--- src/rtl/cpu_ctrl.sv ---
// Multi-cycle fetch/decode/execute sequencer for the 8-bit Von Neumann CPU.
// Owns PC, IR, ACC, OPND and FLAGS; drives one shared RAM port and the external ALU.
module cpu_ctrl #(
  parameter logic [15:0] RESET_PC = 16'h0000
) (
  input  logic        clk_i,
  input  logic        rst_i,
  input  logic        en_i,
  output logic [15:0] mem_addr_o,
  output logic [7:0]  mem_wdata_o,
  output logic        mem_we_o,
  input  logic [7:0]  mem_rdata_i,
  output logic [3:0]  alu_op_o,
  output logic [7:0]  alu_a_o,
  output logic [7:0]  alu_b_o,
  output logic [7:0]  alu_flags_o,
  input  logic [7:0]  alu_c_i,
  input  logic [7:0]  alu_new_flags_i,
  output logic [15:0] pc_o,
  output logic [7:0]  acc_o,
  output logic [7:0]  flags_o,
  output logic        halted_o,
  output logic        illegal_o
);

  typedef enum logic [3:0] {
    S_FETCH,
    S_FETCH_W,
    S_DECODE,
    S_ARG_LO,
    S_ARG_LO_W,
    S_ARG_HI,
    S_ARG_HI_W,
    S_MEM_RD,
    S_MEM_RD_W,
    S_MEM_WR,
    S_EXEC,
    S_HALT
  } state_t;

  localparam logic [3:0] CLS_NOP  = 4'h0;
  localparam logic [3:0] CLS_LDI  = 4'h1;
  localparam logic [3:0] CLS_LD   = 4'h2;
  localparam logic [3:0] CLS_ST   = 4'h3;
  localparam logic [3:0] CLS_JMP  = 4'h4;
  localparam logic [3:0] CLS_JEQ  = 4'h5;
  localparam logic [3:0] CLS_JGT  = 4'h6;
  localparam logic [3:0] CLS_ALUM = 4'h7;
  localparam logic [3:0] CLS_ALUI = 4'h8;
  localparam logic [3:0] CLS_HLT  = 4'hF;
  localparam logic [3:0] OP_CMP   = 4'h6;

  state_t      state_q, state_d;
  logic [15:0] pc_q, pc_d;
  logic [7:0]  ir_q, ir_d;
  logic [7:0]  acc_q, acc_d;
  logic [7:0]  opnd_q, opnd_d;
  logic [7:0]  flags_q, flags_d;
  logic [7:0]  lo_q, lo_d;
  logic [7:0]  hi_q, hi_d;
  logic        illegal_q, illegal_d;

  logic [3:0]  cls;
  logic        bad_op;
  logic [15:0] target;

  assign cls    = ir_q[7:4];
  assign bad_op = ((cls >= 4'h9) && (cls <= 4'hE)) ||
                  (((cls == CLS_ALUM) || (cls == CLS_ALUI)) && (ir_q[3:0] > 4'd6));
  // Jump/operand address assembled from the latched lo byte and the hi byte arriving now
  assign target = {mem_rdata_i, lo_q};

  always_ff @(posedge clk_i) begin
    if (rst_i) begin
      state_q   <= S_FETCH;
      pc_q      <= RESET_PC;
      ir_q      <= 8'h00;
      acc_q     <= 8'h00;
      opnd_q    <= 8'h00;
      flags_q   <= 8'h00;
      lo_q      <= 8'h00;
      hi_q      <= 8'h00;
      illegal_q <= 1'b0;
    end else begin
      state_q   <= state_d;
      pc_q      <= pc_d;
      ir_q      <= ir_d;
      acc_q     <= acc_d;
      opnd_q    <= opnd_d;
      flags_q   <= flags_d;
      lo_q      <= lo_d;
      hi_q      <= hi_d;
      illegal_q <= illegal_d;
    end
  end

  always_comb begin
    state_d   = state_q;
    pc_d      = pc_q;
    ir_d      = ir_q;
    acc_d     = acc_q;
    opnd_d    = opnd_q;
    flags_d   = flags_q;
    lo_d      = lo_q;
    hi_d      = hi_q;
    illegal_d = illegal_q;
    unique case (state_q)
      S_FETCH: begin
        if (en_i) state_d = S_FETCH_W;
      end
      S_FETCH_W: begin
        ir_d    = mem_rdata_i;
        pc_d    = pc_q + 16'd1;
        state_d = S_DECODE;
      end
      S_DECODE: begin
        if (bad_op) begin
          illegal_d = 1'b1;
          state_d   = S_HALT;
        end else if (cls == CLS_NOP) begin
          state_d = S_FETCH;
        end else if (cls == CLS_HLT) begin
          state_d = S_HALT;
        end else begin
          state_d = S_ARG_LO;
        end
      end
      S_ARG_LO:   state_d = S_ARG_LO_W;
      S_ARG_LO_W: begin
        pc_d = pc_q + 16'd1;
        if (cls == CLS_LDI) begin
          acc_d   = mem_rdata_i;
          state_d = S_FETCH;
        end else if (cls == CLS_ALUI) begin
          opnd_d  = mem_rdata_i;
          state_d = S_EXEC;
        end else begin
          lo_d    = mem_rdata_i;
          state_d = S_ARG_HI;
        end
      end
      S_ARG_HI:   state_d = S_ARG_HI_W;
      S_ARG_HI_W: begin
        pc_d    = pc_q + 16'd1;
        hi_d    = mem_rdata_i;
        state_d = S_MEM_RD;
        if (cls == CLS_JMP) begin
          pc_d    = target;
          state_d = S_FETCH;
        end else if (cls == CLS_JEQ) begin
          if (flags_q[0]) pc_d = target;
          state_d = S_FETCH;
        end else if (cls == CLS_JGT) begin
          if (flags_q[1]) pc_d = target;
          state_d = S_FETCH;
        end else if (cls == CLS_ST) begin
          state_d = S_MEM_WR;
        end
      end
      S_MEM_RD:   state_d = S_MEM_RD_W;
      S_MEM_RD_W: begin
        if (cls == CLS_LD) begin
          acc_d   = mem_rdata_i;
          state_d = S_FETCH;
        end else begin
          opnd_d  = mem_rdata_i;
          state_d = S_EXEC;
        end
      end
      S_MEM_WR:   state_d = S_FETCH;
      S_EXEC: begin
        if (ir_q[3:0] == OP_CMP) flags_d = alu_new_flags_i;
        else                     acc_d   = alu_c_i;
        state_d = S_FETCH;
      end
      S_HALT:     state_d = S_HALT;
      default:    state_d = S_FETCH;
    endcase
  end

  // Only the data phases drive the operand address; every other state shows PC
  assign mem_addr_o  = ((state_q == S_MEM_RD) || (state_q == S_MEM_WR)) ? {hi_q, lo_q} : pc_q;
  assign mem_we_o    = (state_q == S_MEM_WR) && !rst_i;
  assign mem_wdata_o = acc_q;

  assign alu_op_o    = ir_q[3:0];
  assign alu_a_o     = acc_q;
  assign alu_b_o     = opnd_q;
  assign alu_flags_o = flags_q;

  assign pc_o        = pc_q;
  assign acc_o       = acc_q;
  assign flags_o     = flags_q;
  assign halted_o    = (state_q == S_HALT);
  assign illegal_o   = illegal_q;

endmodule

--- config.mk ---
export PLATFORM = sky130hd
export DESIGN_NAME = cpu_ctrl
export DESIGN_NICKNAME = d
export VERILOG_FILES = /design/src/rtl/cpu_ctrl.sv
export SDC_FILE = /design/constraint.sdc
export NUM_CORES = 1
export LEC_CHECK = 0
export ABC_CLOCK_PERIOD_IN_PS = 2200
export BUFFER_PORTS_ARGS = -buffer_cell sky130_fd_sc_hd__clkbuf_2
export CAP_MARGIN = 20
export CELL_PAD_IN_SITES_DETAIL_PLACEMENT = 1
export CELL_PAD_IN_SITES_GLOBAL_PLACEMENT = 1
export CORE_UTILIZATION = 38
export CTS_CLUSTER_DIAMETER = 80
export DETAILED_ROUTE_END_ITERATION = 8
export GPL_TIMING_DRIVEN = 1
export PLACE_DENSITY = 0.9
export SLEW_MARGIN = 15
export SYNTH_ARGS = -nofsm -noshare
export SYNTH_HDL_FRONTEND = slang
export SYNTH_SLANG_ARGS = --single-unit
--- constraint.sdc ---
create_clock -name clk_i -period 2.2 [get_ports clk_i]
set_clock_uncertainty 0.2 [all_clocks]
set_input_delay 0 -clock clk_i [delete_from_list [all_inputs] [get_ports clk_i]]
set_output_delay 0 -clock clk_i [all_outputs]
set_load 0.005 [all_outputs]
# After elaboration in Yosys (flattened, before gate mapping)
# Index checks and enable logic that the tools add are counted.
# word_totals
register_bits,69
input_bits,27
output_inout_bits,87
word_cells,88
# op_classes
add_sub_neg,1
order_cmp,3
eq_ne,28
n_mux,27
n_bitwise,2
n_reduce_logical,18
# ops
cell,count
two-way mux 16 bit,6
two-way mux 8 bit,6
two-way mux 4 bit,11
one-hot mux 4 bit (10 select lines),1
"== test 4 x 3 -> 1 bit, second input constant",9
one-hot mux 16 bit (2 select lines),1
"== test 4 bit, second input constant",6
one-hot mux 8 bit (3 select lines),1
"adder 16 x 1 -> 16 bit, second input constant",1
"== test 4 x 2 -> 1 bit, second input constant",4
one-hot mux 8 bit (2 select lines),1
"inequality test 2 bit, second input constant",7
"== test 4 x 1 -> 1 bit, second input constant",2
logical NOT 4 bit,2
AND reduction 4 bit,2
">= comparator 4 bit, second input constant",1
"> comparator 4 x 3 -> 1 bit, second input constant",1
"less-or-equal comparator 4 bit, second input constant",1
AND reduction 2 bit,2
nonzero test 2 bit,2
logical AND 1 bit,3
logical OR 1 bit,3
AND reduction 3 bit,1
nonzero test 3 bit,1
3 further kinds,4

# Logic depth before layout (Yosys ltp)
# depth
depth_word,6
depth_mapped,8
mapped_depth_nobuf,6

# Least setup slack after synthesis
# Ideal clock, no wire load.
# synth_path
kind,register to register
from,register ir_q[6]
to,register acc_q[6] (netlist: acc_o[6])
setup_time_ps,79
arrival_ps,1617
required_time_ps,1921
path_slack_ps,304
stages_incl_launch_ff,8
path_buffers,2
synth_period_minus_slack_ps,1896
cell_sequence,dfxtp_1 -> buf_6 -> nor4b_2 -> nand2b_1 -> a311oi_4 -> buf_6 -> nor2_1 -> a211oi_2
# synth_via
elab_chain_len,3
word_cells_on_any_way,5
cone_classes,4 x eq/ne; 1 x reduce/logical
# synth_rtl
element,line,text
"start, declared",55,"logic [7:0] ir_q, ir_d;"
"start signal, assigned",87,ir_q <= ir_d;
== test 4 x 2 -> 1 bit / == test 4 x 1 -> 1 bit (equally long branches),"162, 131",
inequality test 2 bit (no line),n/a,
AND reduction 4 bit (no line) (*),n/a,
"end signal, assigned",78,acc_q <= 8'h00;
"end signal, assigned",88,acc_q <= acc_d;
"end, declared",56,"logic [7:0] acc_q, acc_d;"
# Mark *: on every way between the ends. The rest lies on a longest branch, timed or not.
# A chain may end at the register's enable or synchronous reset.

# Worst setup path after layout
# layout_path
from,register state_q[2]
to,output mem_addr_o[5]
# layout_via
elab_chain_len,3
word_cells_on_any_way,4
cone_classes,2 x eq/ne; 1 x mux; 1 x reduce/logical
# layout_rtl
element,line,text
"start, declared",53,"state_t state_q, state_d;"
"start signal, assigned",85,state_q <= state_d;
== test 4 x 3 -> 1 bit / == test 4 bit (equally long branches),182,"assign mem_addr_o = ((state_q == S_MEM_RD) || (state_q == S_MEM_WR)) ? {hi_q, lo_q} : pc_q;"
logical OR 1 bit (*),182,
two-way mux 16 bit (*),182,
"end, declared",9,"output logic [15:0] mem_addr_o,"
# Marks and branches as above.

==> summary.txt <==
outcome: completed
H-tree levels: 3
Power Density: 555.6 nW/um^2
drt drc: 0
CP Max Fanout: 8
switching portion of total power: 28.96%
sequential area share after synthesis: 36.56%
first-pass GRT wire length: 20000 um
crit path time final: 2.177 ns
Gate Count Post-Synth: 436
final hold vios: 0
Boundary Pins: 114
row count: 36
number of synthesized flops with an enable pin: 0
top-count cell post-synth: dfxtp_1
Die Ht: 101.7 um
Least-Margin Pin Slew: 0.5686 ns
top-area cell type share of the netlist area: 36.56%
net switching power: 804.6 uW
IO buf count: 113
vias in the first global route: 3931
routed wire length: 13560 um
slowest stage delay, CP: 0.36 ns
number of synthesized register bits: 69
Reg-to-Reg Start: state_q[0]$_SDFFE_PP0P_
Slew Limit Fails: 0
critical setup path kind: register to output port
final HPWL from detailed placement: 8729 um
Setup crit end kind: output port
clk_lat worst skew: 0.36 ns
GP Congestion: 0.8414
Distinct cells, synth: 61
clock network fraction of total power: 37.4%
placed insts: 652
CTS tree: done
clk slew on worst S/H paths: 0.08 ns
Finished Layout Cells: 701
Period Utilization, post-route: 98.95%
Initial Util: 39.02%
Critical Path RT: 2.00 ns
sequential power share: 46.9%
Top delay family on crit path: multiplexers
Antenna Nets Post-Route: 0
endpoints failing setup: 0
Via density: 5.525
max_cap viols: 0
chip width: 101.7 um
routed len/inst: 19.34 um
Commonest cells post-synth: dfxtp_1, nor2_1, nand2_1
Avg Cell Area, Syn: 8.667 um^2
Placed Area: 4384 um^2
Vias: 3873
final instance area: 5000 um^2
Post-synth top flop: dfxtp_1
Fillers: 1158
GR Overflow Total: 0
initial antenna violation count: 0
critical path cell sequence: and2b_2, mux2_4, nand2_4, clkbuf_16, mux2_2, clkbuf_2
Tot GR Track Use: 25.50%
largest net degree at the start of global routing: 64
Synth area leaders: dfxtp_1, mux2i_1, buf_4
full die area: 10350 um^2
clk sinks: 69
Bufs and invs on worst path: 2
worst-case clock buffer depth: 2
Lkg Pwr: 0.002200 uW
Logic pwr share: 15.7%
unrepaired setup endpoints after global routing: true
crit path max-delay cell type: dfxtp_4
WP data arrival: 1.98 ns
first-iteration detailed-routing DRC count: 196
Antenna Cells: 0
HP Class: primary input to register
Peak VDD IR: 0.3440 mV
synth-to-layout area growth: 32.32%
post-synth top area cell: dfxtp_1
clock root buffer: clkbuf_8
share of cells above drive strength 1: 34.68%
Worst Setup Start Kind: register
Final #Nets: 592
syn nets: 464
f_max: 459.4 MHz
Ys Warns: 0
core area: 9684 um^2
final core occ: 51.63%
min-delay src: en_i
max_slew headroom: 61.74%
crit path from: state_q[2]$_SDFFE_PP0P_
1st-pass router iterations: 4
asr flop ratio synth: 0%
synthesized area: 3779 um^2
CTS buffer count: 9
internal power: 1973 uW
## power groups by stage
stage	combinational (uW)	clock [uW]	sequential [uW]
after floorplan	228	0	1320
after global placement	357	0	1330
after detailed placement	371	0	1340
after CTS	410	1040	1300
after global routing	469	1100	1310
final	435	1040	1300
## metal layers
metal	vias to the layer above	global-route usage [%]	part of all wire, %
met5	-	0	0
met4	0	11.26	2.6
met3	31	7.177	7.0
met2	173	44.44	51
met1	1888	28.97	40
li1	1781	-	-
## cells by family after synthesis
family                   share of synthesized area (%)
AND/OR/NAND/NOR                                  19.54
adder cells (fa/ha/maj)                         0.3311
AO/OA/AOI/OAI                                    17.42
XOR/XNOR                                        0.9273
multiplexers                                     14.07
flip-flops                                       36.56
buffers and inverters                            11.16
## state kept, by name, indices dropped and copies added (netlist names)
register     flops
pc_o            16
acc_o            8
alu_b_o          8
alu_flags_o      8
hi_q             8
ir_q             8
lo_q             8
state_q          4
illegal_o        1
## worst paths after layout
| path | slack, ns | depth (start not counted) | endpoint |
|---|---|---|---|
| max reg2reg | 0.06 | 7 | hi_q[7]$_SDFFE_PP0P_ |
| max | 0.02 | 6 | mem_addr_o[5] |
| min reg2reg | 0.25 | 2 | illegal_o$_SDFFE_PP0P_ |
| min | 0.1 | 4 | state_q[3]$_SDFFE_PP0P_ |
## cells in the final DEF (no fill, tap or decap), drive strengths merged, types with 3 or more instances in the layout
master | netlist | final
a211oi | 12 | 12
a21oi | 35 | 35
a311oi | 3 | 3
a31oi | 8 | 8
and3 | 6 | 6
buf | 46 | 31
clkbuf | 10 | 125
dfxtp | 69 | 69
dlygate4sd3 | 0 | 28
inv | 15 | 15
mux2 | 17 | 17
mux2i | 34 | 34
nand2 | 49 | 49
nand3 | 6 | 6
nand4 | 6 | 6
nor2 | 47 | 47
nor3 | 6 | 6
nor4 | 6 | 6
o21ai | 10 | 10
o221ai | 3 | 3
o22ai | 4 | 4
o32ai | 6 | 6
xor2 | 3 | 3
## area by class of cell
type	instances	area, um^2	share of cell area (%)
Timing Repair Buffer	173	1145	22.90
Multi-Input combinational cell	296	2057	41.14
Inverter	15	56.30	1.126
Clock inverter	4	50.05	1.001
Sequential cell	69	1394	27.88
Clock buffer	11	131.4	2.628
Tap cell	133	166.4	3.328
## what timing repair did
action                     in CTS  in global routing
setup endpoints to repair      16                 27
hold endpoints to repair       63                  0
pin swaps                       0                  1
cloned                          0                  1
hold buffers                   28                  0
buffers inserted                2                  3
gates resized for setup         8                 18
## metrics by stage
stage / setup slack, ns / hold slack (ns) / TNS [ns] / power (uW)
3_3_place_gp: 0.1755 / 0.02900 / 0 / 1690
5_1_grt: -0.01983 / 0.1321 / -0.09472 / 2877
2_1_floorplan: 0.3038 / -0.06404 / 0 / 1551
3_5_place_dp: 0.07505 / 0.04307 / 0 / 1707
6_report: 0.02313 / 0.09822 / 0 / 2778
4_1_cts: -0.004818 / 0.08761 / -0.008340 / 2755
## worst min-delay path, delay by kind of cell
kind	cells	cell delay, ns
AO/OA/AOI/OAI	3	0.55
buffers and inverters	1	0.08
Note: power is estimated with default switching activity, not from simulation.
